<file path="src/rtl/athos_obi_bridge_pkg.sv">
// Shared types and helpers for the ATHOS OBI-to-register bridge and its response FIFO.
package athos_obi_bridge_pkg;

    typedef enum logic [1:0] {
        IDLE = 2'd0,
        REQ  = 2'd1,
        ERR  = 2'd2
    } bridge_state_e;

    // Pointer width that stays legal for a single-entry FIFO.
    function automatic int unsigned ptr_width(input int unsigned depth);
        return (depth > 1) ? $clog2(depth) : 1;
    endfunction

endpackage

</file>
<file path="src/rtl/athos_resp_fifo.sv">
// Synchronous response FIFO; push and pop may coincide, including when full.
module athos_resp_fifo
    import athos_obi_bridge_pkg::*;
#(
    parameter int unsigned Depth = 2,
    parameter int unsigned Width = 33
) (
    input  logic                       clk_i,
    input  logic                       rst_ni,
    input  logic                       push,
    input  logic [Width-1:0]           din,
    input  logic                       pop,
    output logic [Width-1:0]           dout,
    output logic                       full,
    output logic                       empty,
    output logic [$clog2(Depth+1)-1:0] count
);

    localparam int unsigned PtrW = ptr_width(Depth);
    localparam int unsigned CntW = $clog2(Depth + 1);

    logic [Width-1:0] mem [Depth];
    logic [PtrW-1:0]  wr_ptr;
    logic [PtrW-1:0]  rd_ptr;
    logic             do_push;
    logic             do_pop;

    function automatic logic [PtrW-1:0] next_ptr(input logic [PtrW-1:0] p);
        return (p == PtrW'(Depth - 1)) ? '0 : p + 1'b1;
    endfunction

    assign empty   = (count == '0);
    assign full    = (count == CntW'(Depth));
    assign do_pop  = pop & ~empty;
    assign do_push = push & (~full | pop);
    assign dout    = mem[rd_ptr];

    always_ff @(posedge clk_i) begin
        if (do_push) begin
            mem[wr_ptr] <= din;
        end
    end

    always_ff @(posedge clk_i or negedge rst_ni) begin
        if (!rst_ni) begin
            wr_ptr <= '0;
            rd_ptr <= '0;
            count  <= '0;
        end else begin
            if (do_push) wr_ptr <= next_ptr(wr_ptr);
            if (do_pop)  rd_ptr <= next_ptr(rd_ptr);
            case ({do_push, do_pop})
                2'b10:   count <= count + 1'b1;
                2'b01:   count <= count - 1'b1;
                default: count <= count;
            endcase
        end
    end

endmodule

</file>
<file path="src/rtl/athos_obi_reg_bridge.sv">
// OBI slave to register-bus bridge with in-order responses and up to Depth outstanding accesses.
// Define ATHOS_OBI_BRIDGE_ERR_EN to answer out-of-window addresses with an error instead of forwarding.
//   IDLE | holding register empty
//   REQ  | held access presented on the register bus
//   ERR  | held access is out of range, error response queued without a register access
module athos_obi_reg_bridge
    import athos_obi_bridge_pkg::*;
#(
    parameter int unsigned          AddrWidth  = 32,
    parameter int unsigned          DataWidth  = 32,
    parameter int unsigned          Depth      = 2,
    parameter logic [AddrWidth-1:0] BaseAddr   = '0,
    parameter logic [AddrWidth:0]   RangeBytes = (AddrWidth + 1)'(4096)
) (
    input  logic                       clk_i,
    input  logic                       rst_ni,
    input  logic                       obi_req_i,
    output logic                       obi_gnt_o,
    input  logic [AddrWidth-1:0]       obi_addr_i,
    input  logic                       obi_we_i,
    input  logic [DataWidth/8-1:0]     obi_be_i,
    input  logic [DataWidth-1:0]       obi_wdata_i,
    output logic                       obi_rvalid_o,
    input  logic                       obi_rready_i,
    output logic [DataWidth-1:0]       obi_rdata_o,
    output logic                       obi_err_o,
    input  logic                       ip_ready_i,
    output logic                       reg_valid_o,
    input  logic                       reg_ready_i,
    output logic [AddrWidth-1:0]       reg_addr_o,
    output logic                       reg_write_o,
    output logic [DataWidth/8-1:0]     reg_wstrb_o,
    output logic [DataWidth-1:0]       reg_wdata_o,
    input  logic [DataWidth-1:0]       reg_rdata_i,
    input  logic                       reg_error_i,
    output logic [$clog2(Depth+1)-1:0] outstanding_o
);

    localparam int unsigned CntW = $clog2(Depth + 1);

    typedef struct packed {
        logic [DataWidth-1:0] rdata;
        logic                 err;
    } resp_t;

    bridge_state_e   state;
    logic            held;
    logic            hs;
    logic            drain;
    logic            take;
    logic            range_ok;
    resp_t           push_entry;
    resp_t           head;
    logic            fifo_pop;
    logic            fifo_full;
    logic            fifo_empty;
    logic [CntW-1:0] fifo_count;
    logic [CntW-1:0] occ;

`ifdef ATHOS_OBI_BRIDGE_ERR_EN
    logic [AddrWidth:0] addr_ext;
    logic [AddrWidth:0] win_lo;
    logic [AddrWidth:0] win_hi;

    assign addr_ext = {1'b0, obi_addr_i};
    assign win_lo   = {1'b0, BaseAddr};
    assign win_hi   = win_lo + RangeBytes;
    assign range_ok = (addr_ext >= win_lo) && (addr_ext < win_hi);
`else
    assign range_ok = 1'b1;
`endif

    // The holding register frees up either on a register handshake or when an error is queued.
    assign held  = (state != IDLE);
    assign hs    = reg_valid_o & reg_ready_i;
    assign drain = hs | (state == ERR);
    assign occ   = fifo_count + CntW'(held);

    assign obi_gnt_o = obi_req_i & ip_ready_i & (occ < CntW'(Depth)) & ~fifo_full
                     & (~held | drain);
    assign take      = obi_gnt_o;

    assign push_entry.rdata = ((state == ERR) || reg_write_o) ? '0 : reg_rdata_i;
    assign push_entry.err   = (state == ERR) | reg_error_i;
    assign fifo_pop         = ~fifo_empty & obi_rready_i;

    assign obi_rvalid_o  = ~fifo_empty;
    assign obi_rdata_o   = fifo_empty ? '0 : head.rdata;
    assign obi_err_o     = fifo_empty ? 1'b0 : head.err;
    assign outstanding_o = occ;

    always_ff @(posedge clk_i or negedge rst_ni) begin
        if (!rst_ni) begin
            state       <= IDLE;
            reg_valid_o <= 1'b0;
            reg_addr_o  <= '0;
            reg_write_o <= 1'b0;
            reg_wstrb_o <= '0;
            reg_wdata_o <= '0;
        end else if (take) begin
            state       <= range_ok ? REQ : ERR;
            reg_valid_o <= range_ok;
            reg_addr_o  <= obi_addr_i;
            reg_write_o <= obi_we_i;
            reg_wstrb_o <= obi_be_i;
            reg_wdata_o <= obi_wdata_i;
        end else if (drain) begin
            state       <= IDLE;
            reg_valid_o <= 1'b0;
        end
    end

    athos_resp_fifo #(
        .Depth (Depth),
        .Width ($bits(resp_t))
    ) u_resp_fifo (
        .clk_i  (clk_i),
        .rst_ni (rst_ni),
        .push   (drain),
        .din    (push_entry),
        .pop    (fifo_pop),
        .dout   (head),
        .full   (fifo_full),
        .empty  (fifo_empty),
        .count  (fifo_count)
    );

endmodule

</file>
<file path="config.mk">
export PLATFORM = sky130hd
export DESIGN_NAME = athos_obi_reg_bridge
export DESIGN_NICKNAME = d
export VERILOG_FILES = /design/src/rtl/athos_obi_bridge_pkg.sv /design/src/rtl/athos_resp_fifo.sv /design/src/rtl/athos_obi_reg_bridge.sv
export SDC_FILE = /design/constraint.sdc
export NUM_CORES = 1
export LEC_CHECK = 0
export CELL_PAD_IN_SITES_DETAIL_PLACEMENT = 0
export CELL_PAD_IN_SITES_GLOBAL_PLACEMENT = 1
export CORE_MARGIN = 4
export CORE_UTILIZATION = 35
export DETAILED_ROUTE_END_ITERATION = 12
export PLACE_DENSITY_LB_ADDON = 0.08
export SETUP_SLACK_MARGIN = 0.05
export SYNTH_ARGS = -nofsm -noshare
export SYNTH_HDL_FRONTEND = slang
export SYNTH_SLANG_ARGS = --single-unit
</file>
<file path="constraint.sdc">
create_clock -name clk_i -period 3.4 [get_ports clk_i]
set_input_delay 0.34 -clock clk_i [delete_from_list [all_inputs] [get_ports clk_i]]
set_output_delay 0.34 -clock clk_i [all_outputs]
set_load 0.02 [all_outputs]
</file>
==> impl_metrics.yaml, run 1 <==
power:
  ir_drop_mv: 0.446
  p_seq_frac: 0.342
  p_clk_frac: 0.203
  switchingPower_mw: 2.73
  power.density_nw_per_um2: 934
  p_comb_frac: 0.454
  internal_power_mw: 5.15
  p_leak_nw: 3.29
  swShare: 0.346
clock_tree:
  cts_sinks: 140
  cts_root_buf: "clkbuf_16"
  clockBufferDepth: 2
  h-tree-depth: 4
  cts-resized-gates: 0
  cts_hold_buf: 0
  clkTransAtPathRegs_ns: 0.05
  numCtsBuffers: 17
  cts_setup_buffers: 0
  cts_tree: "done"
  clk_latency_ns: 0.41
layout:
  final_cell_mix: "clkdlybuf4s50_1, dfrtp_1, edfxtp_1"
  nNetsFinal: 683
  final_util: 0.549
  area_growth_pct: 51.7
  drive_above_1_share: 0.163
  layout.cells.most_common: "clkdlybuf4s50_1"
  diodes: 0
setup_path:
  rr_worst_depth: 5
  crit_start: "u_resp_fifo.count[0]"
  worstPathMaxFanout: 6
  start_kind: "flop"
  r2r-start: "u_resp_fifo.count[0]"
  path_cells: "ha_1, or2_1, a211oi_4, clkdlybuf4s50_1"
  arrival_ns: 2.38
  slowest_stage: "clkdlybuf4s50_1"
  crit_path_end_kind: "output port"
  slowest_delay_ns: 0.70
  worst_r2r_endpoint: "reg_wdata_o[14]"
  critPathKind: "flop to output port"
  required_ns: 3.06
  r2r_setup_slack_ns: 0.96
timing:
  skew_ns: 0.00701
  final_max_slew_viol_count: 0
  max_freq_mhz: 368
  hold_viol_final: 0
  slew-limit-headroom: 0.378
  tns_ns: 0
  period_share: 0.800
  rsz0062_at_grt: "no"
  layout_min_cycle_time_ns: 2.72
  setup_viol: 0
  whs_ns: 0.0718
  tightest_slew_ns: 0.933
route:
  wl_um: 13500
  route.detailed.drc: 0
  drt-vias-per-instance: 4.55
  ant_nets: 0
  num_vias: 3619
  wire_per_inst_um: 16.9
  first_pass_iters: 4
  drtIter0Drc: 184
floorplan:
  initial_utilization: 0.362
  io_pins: 215
  placeableCoreArea_sq_um: 15400
  dieHeight_um: 134
  fp-row-count: 45
  die_area_sq_um: 18000
  die_w_um: 134
run:
  cap_violations: 0
run_status:
  outcome: "finished clean"
logic_synthesis:
  yosysWarnings: 0
  ys_seq_elements: 140
  synth_area_sq_um: 5560
  syn_area_per_cell_sq_um: 15.9
  syn-num-nets: 459
  seq_area_frac_synth: 0.689
  yosys.cell_types.count: 23
  synthCells: 349
global_route:
  track_usage: 0.153
  grt_start_max_net_pins: 75
  grt_pass1_wl_um: 21000
  overflow: 0
  grt_pass1_vias: 3968
  antenna_found_initial: 0
place:
  gp_congestion: 0.727
  numPortBuffers: 214
  hpwl_um: 9520
worst_hold_path:
  hold_class: "input port to async pin"
per-stage QoR:
stage	instances	total power, mW	worst slack (ns)	cell area, sq um
after floorplan	349	4.57	0.848	5560
after global placement	765	6.30	1.02	7930
after detailed placement	765	6.35	0.965	7930
after CTS	795	8.00	0.641	8440
after global routing	795	8.32	0.573	8440
final	795	7.88	0.679	8440
how the worst max path moves through the flow:
stage,endpoint,cells past startpoint
after floorplan,u_resp_fifo.mem[0][0],2
after global placement,reg_wdata_o[5],5
after detailed placement,reg_addr_o[10],5
after CTS,obi_gnt_o,4
after global routing,obi_gnt_o,4
final,obi_gnt_o,4
metal layers:
| metal | track usage | share of wire |
|---|---|---|
| met1 | 0.168 | 0.39 |
| met2 | 0.255 | 0.49 |
| met3 | 0.0761 | 0.10 |
| met4 | 0.0583 | 0.020 |
| met5 | 0 | 0 |
state kept, by name, summed over array words and instances (netlist names):
name,flops
reg_addr_o,32
u_resp_fifo.rd_ptr,1
reg_valid_o,1
reg_write_o,1
reg_wdata_o,32
reg_wstrb_o,4
u_resp_fifo.count,2
u_resp_fifo.wr_ptr,1
u_resp_fifo.mem,66
synth_stat cells:
cell / n / area, sq um
nand3_1: 1 / 5.00
edfxtp_1: 66 / 1980
nor2_1: 37 / 139
or2_2: 1 / 6.26
a211oi_4: 1 / 20.0
dfrtp_1: 74 / 1850
nor2b_1: 33 / 206
nand2_1: 1 / 3.75
or2_1: 1 / 6.26
clkbuf_1: 7 / 26.3
clkbuf_2: 1 / 5.00
mux2_2: 55 / 619
o311ai_1: 1 / 8.76
mux2_1: 14 / 158
mux2i_1: 33 / 330
a21oi_1: 1 / 5.00
and2_1: 1 / 6.26
xnor2_1: 4 / 35.0
buf_2: 3 / 15.0
ha_1: 2 / 25.0
buf_6: 7 / 78.8
xor2_1: 2 / 17.5
inv_1: 3 / 11.3
logic make-up after synthesis:
| group | after synthesis | share of synthesized area |
|---|---|---|
| AO/OA/AOI/OAI | 3 | 0.00607 |
| multiplexers | 102 | 0.199 |
| flip-flops | 140 | 0.689 |
| XOR/XNOR | 6 | 0.00945 |
| adder cells (fa/ha/maj) | 2 | 0.00450 |
| buffers and inverters | 21 | 0.0245 |
| AND/OR/NAND/NOR | 75 | 0.0670 |
power by group through the flow:
| stage | Sequential [mW] | Clock (mW) | Combinational (mW) |
|---|---|---|---|
| 2_1_floorplan | 3.17 | 0 | 1.40 |
| 3_3_place_gp | 2.70 | 0 | 3.60 |
| 3_5_place_dp | 2.73 | 0 | 3.63 |
| 4_1_cts | 2.71 | 1.65 | 3.64 |
| 5_1_grt | 2.77 | 1.74 | 3.81 |
| 6_report | 2.70 | 1.60 | 3.58 |
worst max-delay path: cells and delay by family, from the launching register on:
kind | cells | cell delay (ns)
DFF | 1 | 0.46
adders and majority gates | 1 | 0.25
and+or+nand+nor | 1 | 0.28
buffers and inverters | 1 | 0.70
AOI/OAI and AO/OA | 1 | 0.28
final cells by class:
cell class	count	area, sq um
Tap cell	211	264
Timing Repair Buffer	223	2210
Clock buffer	26	489
Clock inverter	4	20.0
Inverter	3	11.3
Sequential cell	140	3830
Multi-Input combinational cell	188	1610
Fill cell	1297	6940
Note: power is estimated with default switching activity, not from simulation.
==> inputs of run 2 (changes only) <==
- clock period: 3.4 -> 2.9 ns (I/O delays scaled with it)
==> impl_metrics.yaml, run 2 (synthesis gave the netlist of run 1 again) <==
layout:
  multi_input_area_sq_um: 1610
  final_cell_mix: "clkdlybuf4s50_1, dfrtp_1, edfxtp_1"
  fillCellCount: 1300
  nNetsFinal: 681
  drive_above_1_share: 0.168
  diodes: 0
  top_register: "u_resp_fifo.mem"
  top_regs: "u_resp_fifo.mem x66, reg_addr_o x32, reg_wdata_o x32"
  largest_register_ffs: 66
  area_growth_pct: 53.2
  layout.cells.most_common: "clkdlybuf4s50_1"
  regArea_sq_um: 3830
  final_area_sq_um: 8520
floorplan:
  io_pins: 215
  placeableCoreArea_sq_um: 15400
  dieHeight_um: 134
  die_w_um: 134
  initial_utilization: 0.362
  die_area_sq_um: 18000
  fp-row-count: 45
clock_tree:
  cts_tree: "done"
  clockBufferDepth: 2
  h-tree-depth: 4
  cts_root_buf: "clkbuf_16"
  clk_latency_ns: 0.41
  cts_sinks: 140
  clkTransAtPathRegs_ns: 0.06
  numCtsBuffers: 17
  cts_setup_buffers: 0
place:
  placed_area_sq_um: 7940
  hpwl_um: 9140
  numPortBuffers: 214
  gp_congestion: 0.710
global_route:
  overflow: 0
  antenna_found_initial: 0
  grt_pass1_vias: 3906
  grt_start_max_net_pins: 75
  grt_pass1_wl_um: 20800
  track_usage: 0.152
route:
  wl_um: 13200
  first_pass_iters: 4
  ant_nets: 0
  wire_per_inst_um: 16.6
  drt-vias-per-instance: 4.46
  drtIter0Drc: 145
  num_vias: 3548
  route.detailed.drc: 0
setup_path:
  path_cells: "buf_12, mux2i_1, nor2_1, clkdlybuf4s50_1"
  start_kind: "flop"
  crit_family: "buffers and inverters"
  worstPathMaxFanout: 29
  slowest_stage: "clkdlybuf4s50_1"
  cp_num_buf_inv: 2
  required_ns: 2.61
  crit_path_end_kind: "output port"
  critPathKind: "flop to output port"
  slowest_delay_ns: 0.64
  arrival_ns: 2.09
worst_hold_path:
  hold_class: "input port to async pin"
power:
  finalPower_mw: 9.49
  ir_drop_mv: 0.520
  p_leak_nw: 3.33
  power.density_nw_per_um2: 1110
run_status:
  outcome: "finished clean"
timing:
  hold_viol_final: 0
  whs_ns: 0.0368
  tns_ns: 0
  rsz0062_at_grt: "no"
  slew-limit-headroom: 0.379
  final_max_slew_viol_count: 0
  max_freq_mhz: 420
  setup_viol: 0
  tightest_slew_ns: 0.932
  layout_min_cycle_time_ns: 2.38
  skew_ns: 0.00552
  period_share: 0.821
run:
  cap_violations: 0
## run 2: changes by cell type in the layout (fill, tap and decap cells not counted)
cell and delta:
clkbuf_1 -4, dlymetal6s2s_1 +1, clkinv_2 +1, clkinv_4 +1
clkbuf_8 -3, clkdlybuf4s50_1 -1, clkinvlp_4 +3, buf_4 -4
buf_12 +2, clkinv_1 +1, bufinv_16 +3
## run 2: power breakdown
group          leakage [nW]  switching, mW  internal, mW
registers              1.48          0.328          2.79
logic                  1.57           2.12          2.12
clock network         0.280          0.786          1.34
total                  3.33           3.24          6.25
## run 2: path summary, 6_finish.rpt
check | endpoint | startpoint | slack (ns) | cells after the start
worst max-delay path | obi_rdata_o[30] | u_resp_fifo.rd_ptr | 0.52 | 4
worst max register to register | reg_write_o | u_resp_fifo.count[0] | 0.66 | 5
min in group clk_i | u_resp_fifo.mem[0][0] | reg_error_i | 0.47 | 1
worst min-delay path | reg_wdata_o[12] | rst_ni | 0.04 | 1
worst min register to register | reg_addr_o[17] | reg_addr_o[17] | 0.49 | 1
max in group asynchronous | u_resp_fifo.rd_ptr | rst_ni | 2.21 | 1
## run 2: metrics by stage
step | setup slack, ns | utilization | instances
floorplan | 0.348 | - | 349
global placement | 0.616 | 0.516 | 763
detailed placement | 0.577 | 0.516 | 763
CTS | 0.119 | 0.554 | 795
global route | 0.433 | 0.554 | 795
finish | 0.520 | 0.554 | 795
## run 2: metal layers
layer / wire length [um] / GRT usage / part of all wire / vias to the layer above
li1: - / - / - / 1675
met1: 5180 / 0.172 / 0.39 / 1728
met2: 6540 / 0.247 / 0.49 / 133
met3: 1340 / 0.0743 / 0.10 / 12
met4: 182 / 0.0594 / 0.014 / 0
met5: 0 / 0 / 0 / -
## run 2: cell type report
| type | instances | share of cell area |
|---|---|---|
| sequential | 140 | 0.450 |
| timing repair buffer | 221 | 0.260 |
| multi-input combinational | 188 | 0.189 |
| clock buffer | 19 | 0.0508 |
| tap | 211 | 0.0310 |
| clock inverter | 13 | 0.0176 |
| inverter | 3 | 0.00132 |
## run 2: timing repair
| action | 4_1_cts | 5_1_grt |
|---|---|---|
| hold buffers | 0 | 0 |
| resized for setup | 0 | 1 |
| endpoints found under the setup margin | 0 | 1 |
==> inputs of run 3 (changes only) <==
- CORE_UTILIZATION: 35 -> 31
- clock period: 2.9 -> 2 ns (I/O delays scaled with it)
==> impl_metrics.yaml, run 3 (synthesis gave the netlist of run 1 again) <==
setup_path:
  start_kind: "flop"
  arrival_ns: 2.31
  worst_r2r_endpoint: "reg_wdata_o[9]"
  r2r-start: "reg_valid_o"
  path_cells: "ha_4, or2_4, a211oi_4, buf_6, buf_8, buf_12, clkbuf_16, mux2_4"
  rr_worst_depth: 8
  cp_num_buf_inv: 4
  crit_start: "reg_valid_o"
  required_ns: 2.30
  critPathKind: "flop to flop"
  crit_family: "buffers and inverters"
  crit_path_end_kind: "flop"
  r2r_setup_slack_ns: -0.01
  slowest_delay_ns: 0.42
  worstPathMaxFanout: 5
  slowest_stage: "dfrtp_2"
place:
  numPortBuffers: 214
  hpwl_um: 10000
  gp_congestion: 0.696
  pre_cts_ws_ns: -0.144
  place_inst: 789
layout:
  area_growth_pct: 65.2
  top_regs: "u_resp_fifo.mem x66, reg_addr_o x32, reg_wdata_o x32"
  fillCellCount: 1489
  largest_register_ffs: 66
  diodes: 0
  multi_input_area_sq_um: 1900
  drive_above_1_share: 0.317
  final_cell_mix: "clkdlybuf4s50_1, dfrtp_1, edfxtp_1"
  nNetsFinal: 715
  regArea_sq_um: 3840
  layout.cells.most_common: "clkdlybuf4s50_1"
  stdcell_count: 843
  final_util: 0.528
  top_register: "u_resp_fifo.mem"
clock_tree:
  clkTransAtPathRegs_ns: 0.06
  clockBufferDepth: 2
  cts_root_buf: "clkbuf_16"
  h-tree-depth: 4
  numCtsBuffers: 17
  cts_tree: "done"
  cts_sinks: 140
  clk_latency_ns: 0.42
route:
  wl_met2_um: 7340
  wl_um: 15200
  wire_per_inst_um: 18.0
  first_pass_iters: 4
  route.detailed.drc: 0
  m1WireLength_um: 6010
  ant_nets: 0
  wl_met3_um: 1590
  top_layer_used: "met4"
  num_vias: 3714
  drtIter0Drc: 124
  drt-vias-per-instance: 4.41
timing:
  layout_min_cycle_time_ns: 2.01
  rsz0062_at_grt: "yes"
  skew_ns: 0.00960
  hold_viol_final: 0
  tns_ns: -0.0325
  setup_viol: 6
  tightest_slew_ns: 0.703
  period_share: 1.01
  slew-limit-headroom: 0.531
  fin_ws_ns: -0.0105
  max_freq_mhz: 497
  final_max_slew_viol_count: 0
run_status:
  outcome: "finished, violations left"
  violations: "setup timing"
global_route:
  grt_pass1_vias: 4279
  track_usage: 0.155
  grt_start_max_net_pins: 47
  overflow: 0
  antenna_found_initial: 0
  grt_pass1_wl_um: 23800
floorplan:
  placeableCoreArea_sq_um: 17400
  die_area_sq_um: 20100
  die_w_um: 142
  dieHeight_um: 142
  initial_utilization: 0.319
  fp-row-count: 48
  io_pins: 215
power:
  power.density_nw_per_um2: 1610
  ir_drop_mv: 0.843
  p_leak_nw: 3.75
run:
  cap_violations: 0
worst_hold_path:
  hold_class: "input port to async pin"
==> run 3: per-layer routing <==
layer,global-route usage,vias up
met2,0.252,140
met1,0.176,1811
met4,0.0545,0
li1,-,1744
met5,0,-
met3,0.0810,19
==> run 3: worst max path at each step <==
stage	endpoint	cells after the start
2_1_floorplan	u_resp_fifo.mem[0][0]	3
3_3_place_gp	u_resp_fifo.mem[1][23]	4
3_5_place_dp	u_resp_fifo.mem[1][23]	4
4_1_cts	reg_addr_o[19]	9
5_1_grt	reg_wdata_o[9]	8
6_report	reg_wdata_o[9]	8
==> run 3: stage by stage <==
step	area [sq um]	power (mW)	hold slack [ns]
floorplan	5570	7.78	-0.0956
global placement	8090	11.0	0.294
detailed placement	8090	11.0	0.293
CTS	9090	14.8	0.360
global route	9190	15.5	0.376
finish	9190	14.8	0.365
==> run 3: power breakdown <==
group | total [mW] | internal, mW | switching, mW
clock | 2.98 | 1.72 | 1.25
sequential | 4.54 | 4.04 | 0.493
combinational | 7.25 | 3.78 | 3.47
total | 14.8 | 9.55 | 5.22
==> run 3: cell type report <==
type                       count  share of cell area
inverter                       3             0.00123
clock buffer                  17              0.0463
sequential                   140               0.417
timing repair buffer         253               0.283
tap                          225              0.0306
multi-input combinational    190               0.206
clock inverter                15              0.0147
==> run 3: timing repair <==
action / CTS / global route
setup endpoints to repair: 164 / 132
setup buffers: 7 / 4
gates cloned: 10 / 2
hold buffers: 1 / 0
hold endpoints to repair: 28 / 0
resized for setup: 242 / 15
pin swaps: 10 / 7
==> run 3: worst reg2reg max path: stages (launching register included) <==
cell and delay [ns]:
dfrtp_2 0.42, ha_4 0.17, or2_4 0.26, a211oi_4 0.24, buf_6 0.15, buf_8 0.11
buf_12 0.11, clkbuf_16 0.15, mux2_4 0.29
